<file path="src/rtl/mem_1r1w_bist.sv">
// rtl/mem_1r1w_bist.sv - March BIST initiator for a 1r1w SRAM wrapper
// Runs E0..E3 over every word and records pass/fail, error count and first syndrome.
module mem_1r1w_bist #(
  parameter int DEPTH  = 48,
  parameter int WIDTH  = 64,
  parameter int ADDR_W = 6
) (
  input  logic              clock,
  input  logic              reset_n,
  input  logic              start,
  output logic              busy,
  output logic              done,
  output logic              fail,
  output logic [7:0]        err_cnt,
  output logic [ADDR_W-1:0] fail_addr,
  output logic [WIDTH-1:0]  fail_syn,
  output logic [ADDR_W-1:0] W0_addr,
  output logic              W0_en,
  output logic [WIDTH-1:0]  W0_data,
  output logic [ADDR_W-1:0] R0_addr,
  output logic              R0_en,
  input  logic [WIDTH-1:0]  R0_data
);

  function automatic logic [WIDTH-1:0] pat_gen();
    logic [WIDTH-1:0] p;
    for (int i = 0; i < WIDTH; i++) p[i] = ~i[0];
    return p;
  endfunction

  localparam logic [WIDTH-1:0]  PAT  = pat_gen();
  localparam logic [ADDR_W-1:0] LAST = ADDR_W'(DEPTH - 1);

  typedef enum logic [3:0] {
    IDLE, E0_W, E1_R, E1_W, E2_R, E2_W, E3_R, E3_C, DONE
  } state_t;

  state_t            state_q, state_d;
  logic [ADDR_W-1:0] addr_q, addr_d;
  logic              cmp_en;
  logic              start_acc;
  logic [WIDTH-1:0]  exp_data;
  logic [WIDTH-1:0]  syn;

  assign syn = R0_data ^ exp_data;

  always_comb begin
    state_d   = state_q;
    addr_d    = addr_q;
    cmp_en    = 1'b0;
    start_acc = 1'b0;
    exp_data  = '0;
    case (state_q)
      IDLE, DONE: begin
        if (start) begin
          start_acc = 1'b1;
          state_d   = E0_W;
          addr_d    = '0;
        end
      end
      E0_W: begin
        if (addr_q == LAST) begin
          state_d = E1_R;
          addr_d  = '0;
        end else begin
          addr_d = addr_q + ADDR_W'(1);
        end
      end
      E1_R: state_d = E1_W;
      E1_W: begin
        cmp_en   = 1'b1;
        exp_data = PAT;
        // Descending element starts at the address we just finished on.
        if (addr_q == LAST) begin
          state_d = E2_R;
        end else begin
          state_d = E1_R;
          addr_d  = addr_q + ADDR_W'(1);
        end
      end
      E2_R: state_d = E2_W;
      E2_W: begin
        cmp_en   = 1'b1;
        exp_data = ~PAT;
        if (addr_q == '0) begin
          state_d = E3_R;
        end else begin
          state_d = E2_R;
          addr_d  = addr_q - ADDR_W'(1);
        end
      end
      E3_R: state_d = E3_C;
      E3_C: begin
        cmp_en   = 1'b1;
        exp_data = PAT;
        if (addr_q == LAST) begin
          state_d = DONE;
          addr_d  = '0;
        end else begin
          state_d = E3_R;
          addr_d  = addr_q + ADDR_W'(1);
        end
      end
      default: begin
        state_d = IDLE;
        addr_d  = '0;
      end
    endcase
  end

  always_ff @(posedge clock) begin
    if (!reset_n) begin
      state_q   <= IDLE;
      addr_q    <= '0;
      fail      <= 1'b0;
      err_cnt   <= '0;
      fail_addr <= '0;
      fail_syn  <= '0;
    end else begin
      state_q <= state_d;
      addr_q  <= addr_d;
      if (start_acc) begin
        fail      <= 1'b0;
        err_cnt   <= '0;
        fail_addr <= '0;
        fail_syn  <= '0;
      end else if (cmp_en && (syn != '0)) begin
        fail <= 1'b1;
        if (err_cnt != 8'hFF) err_cnt <= err_cnt + 8'd1;
        if (!fail) begin
          fail_addr <= addr_q;
          fail_syn  <= syn;
        end
      end
    end
  end

  // Memory-side outputs are Moore-decoded from state and address only.
  always_comb begin
    W0_en   = 1'b0;
    R0_en   = 1'b0;
    W0_data = '0;
    case (state_q)
      E0_W, E2_W: begin W0_en = 1'b1; W0_data = PAT;  end
      E1_W:       begin W0_en = 1'b1; W0_data = ~PAT; end
      E1_R, E2_R, E3_R: R0_en = 1'b1;
      default: ;
    endcase
  end

  assign W0_addr = addr_q;
  assign R0_addr = addr_q;
  assign busy    = (state_q != IDLE) && (state_q != DONE);
  assign done    = (state_q == DONE);

endmodule

</file>
<file path="config.mk">
export PLATFORM = sky130hd
export DESIGN_NAME = mem_1r1w_bist
export DESIGN_NICKNAME = d
export VERILOG_FILES = /design/src/rtl/mem_1r1w_bist.sv
export SDC_FILE = /design/constraint.sdc
export NUM_CORES = 1
export LEC_CHECK = 0
export ABC_AREA = 0
export ABC_CLOCK_PERIOD_IN_PS = 2560
export CORE_MARGIN = 4
export CORE_UTILIZATION = 35
export DETAILED_ROUTE_END_ITERATION = 7
export PLACE_DENSITY = 0.71
export SLEW_MARGIN = 20
export SYNTH_ARGS = -nofsm -noshare
export SYNTH_HDL_FRONTEND = slang
export SYNTH_SLANG_ARGS = --single-unit
</file>
<file path="constraint.sdc">
create_clock -name clock -period 2.56 [get_ports clock]
set_input_delay 0.256 -clock clock [delete_from_list [all_inputs] [get_ports clock]]
set_output_delay 0.256 -clock clock [all_outputs]
set_load 0.05 [all_outputs]
</file>
==> results of run 1 <==
==> worst min-delay path, cell delays in order, from the launching register on <==
cell	delay (ns)
sky130_fd_sc_hd__dfxtp_1	0.31
sky130_fd_sc_hd__nand2_1	0.05
sky130_fd_sc_hd__o21ai_0	0.06
==> routing by layer <==
layer | global-route usage (%) | wire [µm] | vias to the layer above
li1 | - | - | 2515
met2 | 32.9 | 8690 | 155
met3 | 4.23 | 900 | 23
met4 | 5.87 | 297 | 0
met1 | 23.5 | 7050 | 2435
met5 | 0 | 0 | -
==> registers in the layout, indices dropped and copies added (netlist names) <==
name and count:
fail 1, fail_addr 6, fail_syn 64, R0_addr 6, err_cnt 8, state_q 4
==> cell families (layout without fill, tap and decap cells) <==
kind of cell / Yosys count / in the layout
mux: 3 / 3
fa+ha+maj: 3 / 3
simple gates: 210 / 210
flops: 89 / 89
compound gates: 128 / 128
buf+inv: 120 / 324
xor+xnor: 65 / 65
==> stage by stage <==
step / total power, µW / hold WS [ns]
2_1_floorplan: 2210 / 0.392
3_3_place_gp: 2790 / 0.444
3_5_place_dp: 2800 / 0.451
4_1_cts: 4210 / 0.460
5_1_grt: 4340 / 0.489
6_report: 4180 / 0.458
==> where the power goes <==
part           leakage, µW  total (µW)  switching (µW)  internal [µW]
clock network     0.000153        1400             582            816
logic              0.00219        1350             753            597
registers         0.000719        1430            21.7           1410
total              0.00306        4180            1360           2820
==> final cells by class <==
cell class	count	area, µm²
repair buffers	299	3600
clock inverters	5	60.1
clock buffers	11	253
inverters	9	33.8
fillers	1227	5890
well taps	184	230
flip-flops and latches	89	1780
multi-input cells	409	2790
==> cell usage in the layout (no fill, tap or decap), types with 4 or more instances in the layout <==
cell type,netlist,final
sky130_fd_sc_hd__a211oi_1,36,33
sky130_fd_sc_hd__a211oi_2,30,33
sky130_fd_sc_hd__a21oi_1,17,17
sky130_fd_sc_hd__and2_1,5,5
sky130_fd_sc_hd__buf_12,0,75
sky130_fd_sc_hd__buf_4,73,63
sky130_fd_sc_hd__clkbuf_16,0,10
sky130_fd_sc_hd__clkdlybuf4s50_1,0,158
sky130_fd_sc_hd__dfxtp_1,89,87
sky130_fd_sc_hd__inv_1,9,9
sky130_fd_sc_hd__nand2_1,32,31
sky130_fd_sc_hd__nand3_1,17,17
sky130_fd_sc_hd__nand4_1,17,17
sky130_fd_sc_hd__nor2_1,84,82
sky130_fd_sc_hd__nor2b_1,4,4
sky130_fd_sc_hd__nor3_1,11,10
sky130_fd_sc_hd__nor4_1,17,15
sky130_fd_sc_hd__o21ai_0,16,16
sky130_fd_sc_hd__xnor2_1,33,33
sky130_fd_sc_hd__xor2_1,32,32
==> repair_timing <==
| item | 4_1_cts | 5_1_grt |
|---|---|---|
| resized for setup | 0 | 10 |
| endpoints found under the setup margin | 0 | 68 |
| setup buffers | 0 | 1 |
==> how the worst max path moves through the flow <==
stage                     cells after the start  slack [ns]        start      endpoint
final                                        11         0.1  R0_data[36]  fail_syn[33]
after global routing                         10      -0.003   state_q[0]  fail_syn[10]
after CTS                                    10        0.03   state_q[3]  fail_syn[25]
after detailed placement                     10       -0.24   R0_data[7]  fail_syn[25]
after global placement                        9       -0.15   R0_data[7]   fail_syn[5]
after floorplan                               7        0.19   R0_addr[1]    R0_addr[5]
==> results.txt, run 1 <==
----------------------------------------------------
[Status]
  Result of the run ... completed

[Yosys]
  Netlist area before placement ... 5270 µm²
  Dominant combinational cell family by area after synthesis ... compound AO/OA/AOI/OAI gates
  Share of the synthesized area in compound gates (AO/OA/AOI/OAI) ... 20.3%
  Fraction of synthesized area in multiplexers ... 0.570%
  Sequential cell area fraction in the yosys report ... 33.8%
  Yosys warns ... 0
  Post-Syn Instances ... 618
  Most repeated cell in the gate-level netlist after synthesis ... sky130_fd_sc_hd__dfxtp_1
  Fraction of registers with async set/reset ... 0%
  Xor-xnor portion of the synthesized cell area ... 10.8%
  Synthesized area divided by synthesized cell count ... 8.53 µm²
  Synth cell types ... 56
  Largest cells by area after synthesis ... sky130_fd_sc_hd__dfxtp_1 (34%), sky130_fd_sc_hd__buf_4 (10%), sky130_fd_sc_hd__a211oi_2 (7.1%)
  Post-synthesis net count ... 688
  Number of synthesized flops with an enable pin ... 0
  Cell type with the highest aggregate area in the netlist ... sky130_fd_sc_hd__dfxtp_1
  Predominant post-synthesis flop cell ... sky130_fd_sc_hd__dfxtp_1
  Yosys top cell area share ... 33.8%
  Share of synthesized cell area in and, or, nand and nor gates ... 19.3%
  Synth top cells by count ... sky130_fd_sc_hd__dfxtp_1 (89), sky130_fd_sc_hd__nor2_1 (84), sky130_fd_sc_hd__buf_4 (73)
  Share of synthesized cell area in full adder, half adder and majority cells ... 0.712%
  FF+latch count, synth ... 89

[Floorplan]
  Initial Utilization ... 36.0%
  Core outline area ... 14,600 µm²
  Height of the die ... 131 µm
  Top Ports ... 226
  Total number of placement rows ... 44
  Die Area ... 17,100 µm²
  Chip width ... 131 µm

[CTS]
  Max Buffers Root-to-Sink ... 2
  Deepest level of the CTS H-tree ... 3
  Hold buffers post-CTS ... 0
  Number of sinks on the clock net ... 89
  CTS tree ... yes
  Root buffer cell ... sky130_fd_sc_hd__clkbuf_16
  Clock latency on the worst-skew pair ... 0.34 ns
  Num CTS Buffers ... 9
  Clock transition at path regs ... 0.07 ns

[Global route]
  Antenna violations before repair ... 0
  Via count of the first global-routing pass ... 4,682
  Maximum number of pins on one net before global-route repair ... 41
  GRT overflow ... 0
  Overall routing resource usage ... 19.0%
  Wire length of the first global-routing pass ... 25,600 µm

[Routing]
  DRT iter0 DRCs ... 314
  Total number of vias ... 5,128
  Detail-routed via count per cell ... 5.10
  Routed len/inst ... 16.8 µm
  Wirelength, routed ... 16,900 µm
  Router iterations before antenna repair ... 5
  Antenna Nets Post-Route ... 0
  Detailed-route DRC error count ... 0

[Place]
  Number of buffers added on ports ... 225
  Dpl hpwl ... 13,000 µm
  Placed inst area ... 8370 µm²
  DP Cell Count ... 988
  Placement Setup Slack ... -0.238 ns
  Final weighted congestion in routability-driven placement ... 0.826

[STA]
  Clock period minus worst slack ... 2.46 ns
  Final period util ... 96.1%
  Final hold vios ... 0
  Max-slew violation total from the final report ... 0
  Total setup violations reported at the end of the flow ... 0
  Worst slew pin tran ... 0.622 ns
  Final worst clock skew ... 0.00659 ns
  Worst path setup slack after routing ... 0.100 ns
  Final sum of negative setup slack ... 0 ns
  Top achievable clock speed ... 0.407 GHz
  Relative slew slack ... 58.1%

[Setup path]
  Critical-path cell with the highest stage delay ... sky130_fd_sc_hd__clkdlybuf4s50_1
  Required time at the worst-slack endpoint ... 2.79 ns
  Worst endpoint data arrival time ... 2.69 ns
  Family with the most delay on the worst path ... simple AND/OR/NAND/NOR gates
  Critical path class ... input port to flip-flop
  Kind of launch point of the worst setup path ... input port
  R2R Path End ... fail_syn[25]
  Most common cell on crit path ... sky130_fd_sc_hd__buf_12
  Depth of the worst register-to-register path ... 11
  Max incr delay on CP ... 0.56 ns
  Kind of end point of the critical path ... flip-flop
  R2r startpoint ... state_q[3]
  Maximum fanout along the worst path ... 14
  Setup slack, reg-to-reg ... 0.13 ns
  Count of buffer and inverter cells on the critical path ... 4
  Cells along the critical path ... clkdlybuf4s50_1 > nand4_1 > nor4_1 > a21o_1 > and4_1 > a2111oi_4 > buf_4 > buf_12 > buf_12 > nor2_1 > a211oi_2

[Final layout]
  Fraction of layout instances using a drive strength above 1 ... 25.1%
  Antenna diode count ... 0
  Final core occ ... 59.8%
  # nets final ... 887
  Final non-filler cell area ... 8750 µm²
  Count of placed standard cells in the final layout, fillers left out ... 1,006
  Layout-stage area growth over the synthesis result ... 66.1%

[Flow run]
  MaxCap Viol Count ... 0

[Power]
  Power per standard cell area ... 477 nW/µm²
  Max IR drop VDD ... 0.371 mV
  P_leak ... 0.00306 µW

[Hold path]
  Worst Hold Path Cells ... 2
  End point of the most critical hold path ... fail_addr[3]
  Hold Crit Start ... fail_addr[3]
  Type of the most critical hold path ... flip-flop to flip-flop

----------------------------------------------------
(Power assumes the default switching activity.)
==> run 2: changes to the inputs <==
Settings changed: CTS_CLUSTER_SIZE from default to 30, RECOVER_POWER from default to 50, SETUP_SLACK_MARGIN from default to 0.4.
==> run 2 against run 1 <==
Against the previous run: clock skew barely moved; final cell count rose by 1.3%; fmax rose by 5.9%; sequential power barely moved; sequential share of layout area fell by 0.87 points; critical path depth fell by 4; sequential cell count did not move; wire length rose by 7.9%; critical path type is now flip-flop to output pin.
==> results.txt, run 2 (synthesis results as in run 1) <==
----------------------------------------------------
[Status]
  Result of the run ... completed (unchanged)

[Floorplan]
  Chip width ... 131 µm (unchanged)
  Initial Utilization ... 36.0% (unchanged)
  Top Ports ... 226 (unchanged)
  Height of the die ... 131 µm (unchanged)
  Total number of placement rows ... 44 (unchanged)
  Core outline area ... 14,600 µm² (unchanged)
  Die Area ... 17,100 µm² (unchanged)

[Setup path]
  R2R Path End ... fail_syn[7] (was fail_syn[25])
  Launching element of the worst setup path ... state_q[3] (was R0_data[36])
  Kind of launch point of the worst setup path ... flip-flop (was input port)
  Setup slack, reg-to-reg ... 0.24 ns (was 0.13 ns)
  Setup crit end ... W0_data[3] (was fail_syn[33])
  R2r startpoint ... state_q[1] (was state_q[3])
  Depth of the worst register-to-register path ... 6 (was 11)
  Required time at the worst-slack endpoint ... 2.30 ns (was 2.79 ns)
  Kind of end point of the critical path ... output pin (was flip-flop)
  Worst endpoint data arrival time ... 2.07 ns (was 2.69 ns)
  Maximum fanout along the worst path ... 16 (was 14)
  Critical path class ... flip-flop to output pin (was input port to flip-flop)

[Place]
  Placement Setup Slack ... -0.361 ns (was -0.238 ns)
  Placed inst area ... 8250 µm² (was 8370 µm²)
  Number of buffers added on ports ... 225 (unchanged)
  Dpl hpwl ... 13,100 µm (was 13,000 µm)
  Final weighted congestion in routability-driven placement ... 0.814 (was 0.826)

[STA]
  Final hold vios ... 0 (unchanged)
  Max-slew violation total from the final report ... 0 (unchanged)
  Final period util ... 90.8% (was 96.1%)
  Relative slew slack ... 54.4% (was 58.1%)
  Top achievable clock speed ... 0.430 GHz (was 0.407 GHz)
  Worst slew pin tran ... 0.679 ns (was 0.622 ns)
  Clock period minus worst slack ... 2.32 ns (was 2.46 ns)
  Unrepaired setup endpoints after global routing ... yes
  Final worst clock skew ... 0.00619 ns (was 0.00659 ns)
  Final sum of negative setup slack ... 0 ns (unchanged)
  Worst path setup slack after routing ... 0.237 ns (was 0.100 ns)
  Total setup violations reported at the end of the flow ... 0 (unchanged)

[Final layout]
  Fraction of layout instances using a drive strength above 1 ... 30.4% (was 25.1%)
  Commonest cells after routing, fill and taps aside ... sky130_fd_sc_hd__dlygate4sd3_1 (91), sky130_fd_sc_hd__dfxtp_1 (82), sky130_fd_sc_hd__nor2_1 (78) (was sky130_fd_sc_hd__clkdlybuf4s50_1 (158), sky130_fd_sc_hd__dfxtp_1 (87), sky130_fd_sc_hd__nor2_1 (82))
  Layout-stage area growth over the synthesis result ... 75.1% (was 66.1%)
  # nets final ... 900 (was 887)
  Register name with the most flops ... fail_syn (unchanged)
  Registers with the most flip-flops ... fail_syn: 64 flops, err_cnt: 8 flops (unchanged)
  Most common cell after layout, fill and taps aside ... sky130_fd_sc_hd__dlygate4sd3_1 (was sky130_fd_sc_hd__clkdlybuf4s50_1)
  Number of flip-flops in the largest register ... 64 (unchanged)
  Antenna diode count ... 0 (unchanged)
  Final non-filler cell area ... 9230 µm² (was 8750 µm²)

[Global route]
  Via count of the first global-routing pass ... 5,371 (was 4,682)
  Overall routing resource usage ... 20.5% (was 19.0%)
  Antenna violations before repair ... 0 (unchanged)
  GRT overflow ... 0 (unchanged)
  Maximum number of pins on one net before global-route repair ... 38 (was 41)
  Wire length of the first global-routing pass ... 27,800 µm (was 25,600 µm)

[CTS]
  Clock latency on the worst-skew pair ... 0.35 ns (was 0.34 ns)
  Root buffer cell ... sky130_fd_sc_hd__clkbuf_16 (unchanged)
  Num CTS Buffers ... 9 (unchanged)
  Number of sinks on the clock net ... 89 (unchanged)
  Deepest level of the CTS H-tree ... 3 (unchanged)
  CTS tree ... yes (unchanged)
  Max Buffers Root-to-Sink ... 2 (unchanged)
  Clock transition at path regs ... 0.06 ns (was 0.07 ns)
  Hold buffers post-CTS ... 0 (unchanged)

[Flow run]
  MaxCap Viol Count ... 0 (unchanged)

[Power]
  Max IR drop VDD ... 0.311 mV (was 0.371 mV)
  P_leak ... 0.00357 µW (was 0.00306 µW)
  Power per standard cell area ... 441 nW/µm² (was 477 nW/µm²)

[Routing]
  Routed len/inst ... 17.9 µm (was 16.8 µm)
  Antenna Nets Post-Route ... 0 (unchanged)
  DRT iter0 DRCs ... 383 (was 314)
  Router iterations before antenna repair ... 5 (unchanged)
  Detailed-route DRC error count ... 0 (unchanged)
  Detail-routed via count per cell ... 5.18 (was 5.10)
  Total number of vias ... 5,277 (was 5,128)
  Wirelength, routed ... 18,300 µm (was 16,900 µm)

[Hold path]
  Type of the most critical hold path ... flip-flop to flip-flop (unchanged)

----------------------------------------------------
[run 2: repair_timing]
item                                    4_1_cts  5_1_grt
buffers inserted                             12        3
resized for setup                            75       19
gates cloned                                 10        1
endpoints found under the setup margin      141      119
pin swaps                                    18        1
[run 2: layout make-up]
class / instances / area [µm²]
Inverter: 9 / 33.8
Timing Repair Buffer: 312 / 3910
Multi-Input combinational cell: 409 / 2980
Clock buffer: 10 / 229
Clock inverter: 6 / 51.3
Fill cell: 1125 / 5410
Sequential cell: 89 / 1800
Tap cell: 184 / 230
[run 2: per-layer routing]
metal	GRT usage, %	vias up	part of all wire (%)
met3	6.22	34	6.9
met2	37.5	194	52
met4	4.90	0	1.9
met1	23.2	2504	39
li1	-	2545	-
met5	0	-	0
[run 2: worst max-delay path, stage by stage, from the launching register on]
cell and delay, ns:
sky130_fd_sc_hd__dfxtp_4 0.36, sky130_fd_sc_hd__nand3b_1 0.17, sky130_fd_sc_hd__buf_4 0.17, sky130_fd_sc_hd__buf_12 0.16, sky130_fd_sc_hd__nor2_4 0.13, sky130_fd_sc_hd__buf_6 0.13
sky130_fd_sc_hd__clkbuf_1 0.39, sky130_fd_sc_hd__buf_12 0.20
[run 2: worst min-delay path by stage]
stage / startpoint / cells past startpoint / to / slack (ns)
5_1_grt: R0_data[10] / 3 / fail_syn[10] / 0.48
4_1_cts: R0_data[23] / 4 / fail_syn[23] / 0.46
3_5_place_dp: fail_addr[1] / 2 / fail_addr[1] / 0.45
2_1_floorplan: reset_n / 2 / R0_addr[3] / 0.38
3_3_place_gp: fail_addr[1] / 2 / fail_addr[1] / 0.45
6_report: fail_addr[1] / 2 / fail_addr[1] / 0.45
[run 2: where the power goes]
group          leakage [µW]  internal, µW  total [µW]  switching, µW
clock network      0.000134           671        1270            601
logic               0.00271           591        1370            779
registers          0.000722          1400        1430           26.9
total               0.00357          2670        4070           1410
[run 2: stage by stage]
stage / hold slack, ns / total power, µW / util (%) / instances
floorplan: 0.385 / 2230 / - / 618
global placement: 0.454 / 2770 / 56.3 / 977
detailed placement: 0.452 / 2790 / 56.3 / 977
CTS: 0.456 / 4100 / 62.4 / 1015
global route: 0.483 / 4220 / 63.0 / 1019
finish: 0.450 / 4070 / 63.0 / 1019
